<file path="src/rtl/modinv_for_1481_pkg.sv">
// Shared constants, state encoding and reduction helper for the GF(1481) inverter.
package modinv_for_1481_pkg;

  localparam int W = 11;
  localparam int RW = 2 * W + 2;  // headroom width for the Barrett remainder

  localparam logic [W-1:0] Q   = 11'd1481;
  localparam logic [W:0]   MU  = 12'd2832;  // floor(2^22 / 1481)
  localparam logic [W-1:0] EXP = 11'd1479;  // Q-2, scanned MSB-first

  typedef enum logic [2:0] {
    IDLE = 3'd0,
    SQR  = 3'd1,
    MUL  = 3'd2,
    CHK  = 3'd3,
    DONE = 3'd4
  } state_t;

  // One conditional subtraction of Q on the wide remainder.
  function automatic logic [RW-1:0] cond_sub_q(input logic [RW-1:0] v);
    logic [RW-1:0] q_w;
    q_w = {{(RW - W){1'b0}}, Q};
    return (v >= q_w) ? (v - q_w) : v;
  endfunction

endpackage

</file>
<file path="src/rtl/barret_mulred_1481.sv">
// Combinational a*b mod 1481 using Barrett reduction with two correction steps.
module barret_mulred_1481
  import modinv_for_1481_pkg::*;
(
  input  logic [W-1:0] a,
  input  logic [W-1:0] b,
  output logic [W-1:0] p
);

  logic [2*W-1:0] x;      // full product, up to 1480^2
  logic [2*W:0]   th;     // (x >> W) * MU
  logic [W:0]     t;      // quotient estimate, never above floor(x/Q)
  logic [RW-1:0]  tq;
  logic [RW-1:0]  r0;     // in [0, 3Q)
  logic [RW-1:0]  r1;
  logic [RW-1:0]  r2;
  logic           unused_bits;

  // Quotient estimate, remainder and the two corrections that bring it into [0,Q-1].
  always_comb begin
    x  = {{W{1'b0}}, a} * {{W{1'b0}}, b};
    th = {{(W + 1){1'b0}}, x[2*W-1:W]} * {{W{1'b0}}, MU};
    t  = th[2*W:W];
    tq = {{(RW - W - 1){1'b0}}, t} * {{(RW - W){1'b0}}, Q};
    r0 = {2'b00, x} - tq;
    r1 = cond_sub_q(r0);
    r2 = cond_sub_q(r1);
    p  = r2[W-1:0];
  end

  assign unused_bits = ^{th[W-1:0], r2[RW-1:W]};

endmodule

</file>
<file path="src/rtl/modinv_for_1481.sv">
// Constant-time modular inverter over GF(1481): dout_r = din_a^(Q-2) mod Q.
// Square-and-multiply, one shared modular multiplier, fixed latency of 2W cycles.
// Optional build macro MODINV_CHECK_EN adds a CHK state that verifies base*acc == 1
// (latency 2W+1) and flags a failed check through dout_err.
module modinv_for_1481
  import modinv_for_1481_pkg::*;
(
  input  logic         clk,
  input  logic         rst_n,
  input  logic         in_valid,
  output logic         in_ready,
  input  logic [W-1:0] din_a,
  output logic         out_valid,
  input  logic         out_ready,
  output logic [W-1:0] dout_r,
  output logic         dout_err
);

  state_t         state_q;
  state_t         state_d;
  logic [W-1:0]   acc_q;
  logic [W-1:0]   base_q;
  logic [3:0]     idx_q;
  logic           err_q;
  logic [W-1:0]   din_red;
  logic [W-1:0]   mr_b;
  logic [W-1:0]   mr_p;

  // A raw 11-bit operand is below 2Q, so one subtraction reduces it.
  assign din_red = (din_a >= Q) ? (din_a - Q) : din_a;

  // SQR squares acc; MUL and CHK multiply acc by base.
  assign mr_b = (state_q == SQR) ? acc_q : base_q;

  barret_mulred_1481 u_mulred (
    .a (acc_q),
    .b (mr_b),
    .p (mr_p)
  );

  assign in_ready  = (state_q == IDLE);
  assign out_valid = (state_q == DONE);
  assign dout_r    = (state_q == DONE && !err_q) ? acc_q : '0;
  assign dout_err  = (state_q == DONE) && err_q;

  // State register.
  always_ff @(posedge clk or negedge rst_n) begin
    if (!rst_n) state_q <= IDLE;
    else        state_q <= state_d;
  end

  // Next-state logic: exponent scan, then hold the result until taken.
  always_comb begin
    state_d = state_q;
    case (state_q)
      IDLE: if (in_valid) state_d = SQR;
      SQR:  state_d = MUL;
      MUL: begin
        if (idx_q != 4'd0) state_d = SQR;
`ifdef MODINV_CHECK_EN
        else               state_d = CHK;
`else
        else               state_d = DONE;
`endif
      end
`ifdef MODINV_CHECK_EN
      CHK:  state_d = DONE;
`endif
      DONE: if (out_ready) state_d = IDLE;
      default: state_d = IDLE;
    endcase
  end

  // Datapath: operand capture, accumulator updates and bit index countdown.
  always_ff @(posedge clk or negedge rst_n) begin
    if (!rst_n) begin
      acc_q  <= '0;
      base_q <= '0;
      idx_q  <= '0;
      err_q  <= 1'b0;
    end else begin
      case (state_q)
        IDLE: begin
          if (in_valid) begin
            base_q <= din_red;
            acc_q  <= {{(W - 1){1'b0}}, 1'b1};
            idx_q  <= 4'(W - 1);
            err_q  <= (din_red == '0);
          end
        end
        SQR: acc_q <= mr_p;
        MUL: begin
          // Product is always formed; it is simply not kept for a zero bit.
          if (EXP[idx_q]) acc_q <= mr_p;
          if (idx_q != 4'd0) idx_q <= idx_q - 4'd1;
        end
`ifdef MODINV_CHECK_EN
        CHK: begin
          if (mr_p != {{(W - 1){1'b0}}, 1'b1} && !err_q) err_q <= 1'b1;
        end
`endif
        default: ;
      endcase
    end
  end

endmodule
</file>
<file path="config.mk">
export PLATFORM = sky130hd
export DESIGN_NAME = modinv_for_1481
export DESIGN_NICKNAME = d
export VERILOG_FILES = /design/src/rtl/modinv_for_1481_pkg.sv /design/src/rtl/barret_mulred_1481.sv /design/src/rtl/modinv_for_1481.sv
export SDC_FILE = /design/constraint.sdc
export NUM_CORES = 1
export LEC_CHECK = 0
export CORE_MARGIN = 8
export CORE_UTILIZATION = 60
export CTS_BUF_LIST = sky130_fd_sc_hd__clkbuf_16
export CTS_CLUSTER_SIZE = 40
export DETAILED_ROUTE_END_ITERATION = 8
export PLACE_DENSITY = 0.83
export SETUP_SLACK_MARGIN = 0.1
export SYNTH_ARGS = -nofsm -noshare
export SYNTH_HDL_FRONTEND = slang
export SYNTH_SLANG_ARGS = --single-unit
</file>
<file path="constraint.sdc">
create_clock -name clk -period 30.8 [get_ports clk]
set_clock_uncertainty 0.1 [all_clocks]
set_input_delay 7.7 -clock clk [delete_from_list [all_inputs] [get_ports clk]]
set_output_delay 7.7 -clock clk [all_outputs]
set_load 0.02 [all_outputs]
</file>
==> flow_metrics.env, run 1 <==
export IMPL_status="finished clean"
export IMPL_ant_nets=0
export IMPL_row_count=52
export IMPL_ys_seq_elements=30
export IMPL_worstPathMaxFanout=22
export IMPL_htree_levels=2
export IMPL_antenna_found_initial=0
export IMPL_io_pins=29
export IMPL_syn_to_final_growth_pct=4.939
export IMPL_dieArea_um2=25220
export IMPL_crit_required_ns=30.86
export IMPL_wirelength_um=27480
export IMPL_drt_iter0_markers=646
export IMPL_synth_top_flop_cell="dfrtp_1"
export IMPL_initial_core_util_pct=60.86
export IMPL_min_period_ns=17.98
export IMPL_layout_drive_gt1_share_pct=3.651
export IMPL_drc=0
export IMPL_drtPass1Iterations=5
export IMPL_cts_max_path_buffers=2
export IMPL_slew_violations=0
export IMPL_synthArstFlopShare_pct=100.0
export IMPL_critPathArrivalTime_ns=18.04
export IMPL_max_slew_margin_pct=28.68
export IMPL_cts_root_buf="clkbuf_16"
export IMPL_critPathLaunchType="flop"
export IMPL_crit_top_cell="fa_1"
export IMPL_fmax_mhz=55.62
export IMPL_grt_first_pass_wirelength_um=48000
export IMPL_grt_max_degree=31
export IMPL_crit_family="adder cells"
export IMPL_syn_area_per_cell_um2=8.250
export IMPL_grt_pass1_vias=9955
export IMPL_grt_ovfl_total=0
export IMPL_cp_slowest_cell="xnor2_1"
export IMPL_synth_top_area_cell="fa_1"
export IMPL_syn_inst=1483
export IMPL_synth_area_top_cells="fa_1 24%, ha_1 20%, inv_1 9.4%"
export IMPL_ctsHoldBuffers=0
export IMPL_place_congestion=0.9347
export IMPL_criticalPathCategory="flop to flop"
export IMPL_cts_repair_resized=0
export IMPL_syn_area_um2=12240
export IMPL_cts_buffers_inserted=5
export IMPL_synth_net_count=1842
export IMPL_dieHeight_um=158.8
export IMPL_cts_setup_buffers=0
export IMPL_synth_edf_count=0
export IMPL_clk_pin_slew_ns=0.05
export IMPL_maxCapViolations=0
export IMPL_tns_ns=0
export IMPL_diodes=0
export IMPL_dp_hpwl_um=23620
export IMPL_grt_util_all_layers_pct=22.27
export IMPL_clk_latency_ns=0.28
export IMPL_period_share_pct=58.38
export IMPL_critical_path_max_stage_delay_ns=0.61
export IMPL_cp_end_kind="flop"
export IMPL_core_um2=20100
export IMPL_io_buffers=28
export IMPL_setup_viol=0
export IMPL_synth_top_area_share_pct=23.89
export IMPL_worst_pin_slew_ns=1.040
export IMPL_rsz0062_at_grt="false"
export IMPL_wl_per_cell_um=15.71
export IMPL_cp_buffers_inverters=9
export IMPL_cts_sinks=30
export IMPL_hold_viol=0
export IMPL_synth_warnings=0
export IMPL_yosysSeqAreaShare_pct=6.136
export IMPL_fp_dieW_um=158.8
export IMPL_fin_nets=1837
export IMPL_hp_class="flop to flop"
export IMPL_synthDistinctLibCells=82
export IMPL_vias=9977
export IMPL_cts_tree="built"
export IMPL_vias_per_cell=5.704
-- per-layer routing --
| layer | track usage [%] | up-vias | share of wire, % |
|---|---|---|---|
| li1 | - | 4850 | - |
| met1 | 30.04 | 4819 | 45 |
| met2 | 37.74 | 260 | 48 |
| met3 | 2.275 | 48 | 4.7 |
| met4 | 5.281 | 0 | 2.2 |
| met5 | 0 | - | 0 |
-- flip-flops by register name, indices dropped and copies added, names as in the netlist --
name / count
acc_q: 11
base_q: 11
idx_q: 4
state_q: 3
err_q: 1
-- path summary, 6_finish.rpt --
path                       slack, ns    endpoint  cells after the start       start
min in group asynchronous       7.71  state_q[2]                      2       rst_n
hold / removal                  0.40  base_q[10]                      2  base_q[10]
setup / recovery               12.82    acc_q[8]                     68  state_q[1]
max in group asynchronous      22.61    acc_q[5]                      2       rst_n
setup reg to reg               12.82    acc_q[8]                     68  state_q[1]
hold reg to reg                 0.40  base_q[10]                      2  base_q[10]
-- per-stage QoR --
stage | hold WS [ns] | cells | instance area (um^2) | utilization (%) | setup WS [ns]
final | 0.3971 | 1749 | 12840 | 63.87 | 12.82
after detailed placement | 0.3949 | 1741 | 12700 | 63.18 | 12.98
after global placement | 0.3832 | 1741 | 12700 | 63.18 | 13.41
after CTS | 0.4076 | 1749 | 12840 | 63.87 | 12.93
after global routing | 0.4166 | 1749 | 12840 | 63.87 | 11.30
after floorplan | 0.3576 | 1483 | 12240 | - | 14.59
-- cells in the mapped netlist, types with 8 or more instances --
cell       count
nand4_1       13
mux2i_1       13
inv_1        307
nor2b_1       29
o2111ai_1      8
clkbuf_1      35
fa_1         146
o21ai_0       52
and2_1        56
mux2_2        11
ha_1         198
nand3_1       29
nor2_1        57
nand2_1      135
nand2b_1      14
nor3_1        23
a31oi_1       13
xnor2_1       47
a21o_1        14
o21a_1        15
o21bai_1       8
a21oi_1       64
xor2_1        24
and3_1        13
dfrtp_1       30
-- tightest hold or removal path, stage by stage, from the launching register on --
cell and delay [ns]:
dfrtp_1 0.36, nand2_1 0.06, nand2_1 0.05
-- cells by family (layout without fill, tap and decap cells) --
family	Yosys count	count (layout)	share of synthesized area, %
and+or+nand+nor	410	410	16.95
buffers and inverters	351	347	10.90
DFF	30	30	6.136
xor gates and xnor gates	74	74	5.573
adders and majority gates	344	344	44.14
AOI/OAI and AO/OA	250	250	14.22
muxes	24	24	2.076
-- area by class of cell --
cell class                      count  area, um^2
Clock buffer                        5       125.1
Clock inverter                      3       12.51
Fill cell                        1712        7264
Inverter                          307        1152
Multi-Input combinational cell   1102       10150
Sequential cell                    30       750.7
Tap cell                          270       337.8
Timing Repair Buffer               32       310.3
-- cells in the final DEF, fill, tap and decap left out, drive strengths merged, types with 5 or more instances in the layout --
master / Yosys / layout
inv: 307 / 308
ha: 198 / 198
fa: 146 / 146
nand2: 135 / 135
a21oi: 66 / 66
nor2: 57 / 57
and2: 56 / 56
o21ai: 56 / 56
xnor2: 47 / 47
dfrtp: 30 / 30
nor2b: 29 / 29
nand3: 29 / 29
clkdlybuf4s50: 0 / 28
xor2: 27 / 27
nor3: 23 / 23
o21a: 15 / 15
nand2b: 14 / 14
a21o: 14 / 14
and3: 14 / 14
mux2i: 13 / 13
nand4: 13 / 13
a31oi: 13 / 13
mux2: 11 / 11
or2: 10 / 10
o21bai: 8 / 8
o2111ai: 8 / 8
nor4: 8 / 8
a211oi: 7 / 7
o211ai: 6 / 6
or3: 6 / 6
o31ai: 6 / 6
a21boi: 5 / 5
a32o: 5 / 5
clkbuf: 35 / 5
or4: 5 / 5
a311oi: 5 / 5
Power of run 1 is not shown: default switching activity piles up to over one toggle a cycle in this logic, so the estimate is an artifact.
==> inputs of run 2 (changes only) <==
PLACE_DENSITY = 0.86   (was 0.83)
clock period = 14.7 ns   (was 30.8 ns; I/O delays follow)
==> run 2 against run 1 <==
Compared with the run above:
- the flow now finishes with violations (setup timing)
- critical path depth increased by 4
- die area unchanged
- maximum frequency increased by 14%
- critical path type unchanged
==> flow_metrics.env, run 2 (synthesis results as in run 1) <==
export IMPL_status="finished with violations"
export IMPL_violations="setup timing"
export IMPL_critPathLaunchType="flop"
export IMPL_hp_class="flop to flop"
export IMPL_slew_violations=0
export IMPL_met2WireLength_um=21080
export IMPL_hold_slack_ns=0.4152
export IMPL_grt_util_all_layers_pct=28.18
export IMPL_hold_viol=0
export IMPL_dieHeight_um=158.8
export IMPL_vias_per_cell=6.205
export IMPL_row_count=52
export IMPL_numPlacedInstances=1910
export IMPL_criticalPathCategory="flop to flop"
export IMPL_highest_layer="met4"
export IMPL_maxCapViolations=0
export IMPL_fp_dieW_um=158.8
export IMPL_fillers=1087
export IMPL_worst_pin_slew_ns=0.9530
export IMPL_io_buffers=28
export IMPL_max_slew_margin_pct=36.47
export IMPL_syn_to_final_growth_pct=30.08
export IMPL_antenna_found_initial=0
export IMPL_cp_slowest_cell="fa_1"
export IMPL_critical_path_max_stage_delay_ns=0.67
export IMPL_final_common_cell="inv_1"
export IMPL_crit_top_cell="fa_1"
export IMPL_stdcell_count=1980
export IMPL_grt_max_degree=31
export IMPL_met3WireLength_um=3340
export IMPL_drtPass1Iterations=6
export IMPL_grt_ovfl_total=0
export IMPL_cts_max_path_buffers=2
export IMPL_cts_buffers_inserted=5
export IMPL_fmax_mhz=63.41
export IMPL_crit_required_ns=14.76
export IMPL_cp_end_kind="flop"
export IMPL_grt_first_pass_wirelength_um=60100
export IMPL_grt_pass1_vias=12660
export IMPL_fin_nets=2069
export IMPL_wl_per_cell_um=21.21
export IMPL_min_period_ns=15.77
export IMPL_clk_pin_slew_ns=0.05
export IMPL_critPathArrivalTime_ns=15.83
export IMPL_drc=0
export IMPL_ant_nets=0
export IMPL_cts_root_buf="clkbuf_16"
export IMPL_final_cell_mix="280 x inv_1, 219 x buf_4, 164 x ha_1, 143 x fa_1, 124 x nand2_1"
export IMPL_place_congestion=0.9928
export IMPL_fin_ws_ns=-1.071
export IMPL_dp_hpwl_um=27540
export IMPL_wirelength_um=41990
export IMPL_rsz0062_at_grt="true"
export IMPL_vias=12290
export IMPL_dieArea_um2=25220
export IMPL_layout_drive_gt1_share_pct=27.08
export IMPL_drt_iter0_markers=1227
export IMPL_cts_sinks=30
export IMPL_htree_levels=2
export IMPL_clk_latency_ns=0.28
export IMPL_period_share_pct=107.3
export IMPL_io_pins=29
export IMPL_core_um2=20100
export IMPL_reg_top3="acc_q (11), base_q (11), idx_q (4)"
export IMPL_cts_tree="built"
export IMPL_worstPathMaxFanout=7
export IMPL_diodes=0
export IMPL_setup_viol=11
export IMPL_wl_met1_um=14430
export IMPL_initial_core_util_pct=60.86
==> run 2: changes by cell type in the layout (fill, tap and decap cells not counted), sizes merged <==
| cell | before | now |
|---|---|---|
| buf | 4 | 235 |
| clkinv | 2 | 1 |
| a311o | 2 | 3 |
==> run 2: area by class of cell <==
type | count | area [um^2] | share of cell area [%]
Clock inverter | 2 | 7.507 | 0.04717
Tap cell | 270 | 337.8 | 2.122
Timing Repair Buffer | 263 | 2156 | 13.54
Multi-Input combinational cell | 1103 | 11380 | 71.52
Sequential cell | 30 | 752.0 | 4.724
Inverter | 307 | 1155 | 7.256
Clock buffer | 5 | 125.1 | 0.7861
==> run 2: layer usage <==
layer / GRT usage (%) / up-vias
met5: 0 / -
met4: 12.81 / 0
met3: 3.800 / 310
met2: 52.43 / 772
met1: 31.30 / 5894
li1: - / 5310
==> run 2: worst paths after layout <==
kind | startpoint | end | slack (ns) | cells after the start
max in group asynchronous | rst_n | state_q[0] | 10.49 | 2
worst min-delay path | err_q | err_q | 0.42 | 1
worst min register to register | err_q | err_q | 0.42 | 1
min in group asynchronous | rst_n | idx_q[1] | 3.70 | 2
worst max register to register | state_q[1] | acc_q[7] | -1.07 | 72
worst max-delay path | state_q[1] | acc_q[7] | -1.07 | 72
==> run 2: through the flow <==
stage	setup TNS (ns)	area, um^2	utilization (%)	setup slack, ns
floorplan	0	12650	-	0.002846
global placement	-4.026	14360	71.43	-0.4409
detailed placement	-8.489	14360	71.43	-0.8433
CTS	-1.166	15300	76.09	-0.1697
global route	-16.07	15920	79.17	-1.563
finish	-10.59	15920	79.17	-1.071
==> run 2: repair_timing <==
item / in CTS / in global routing
hold buffers: 0 / 0
setup buffers: 38 / 24
hold endpoints to repair: 0 / 0
resized for setup: 92 / 86
endpoints found under the setup margin: 11 / 11
pin swaps: 94 / 81
cloned: 2 / 0
==> run 2: critical path: cells and delay by family, from the launching register on <==
family	cells	cell delay, ns
adders and majority gates	18	7.07
muxes	1	0.08
DFF	1	0.40
buffers and inverters	16	1.50
and+or+nand+nor	12	2.40
AOI/OAI and AO/OA	21	3.54
xor gates and xnor gates	4	0.54
Power of run 2 is left out for the same reason.
==> inputs of run 3 (changes only) <==
ABC_CLOCK_PERIOD_IN_PS = 14700   (was default)
CTS_CLUSTER_DIAMETER = 150   (was default)
==> results of run 3 <==
Same layout as run 2: the final DEF is identical, and so are final timing and power.
Power of run 3 is left out for the same reason.
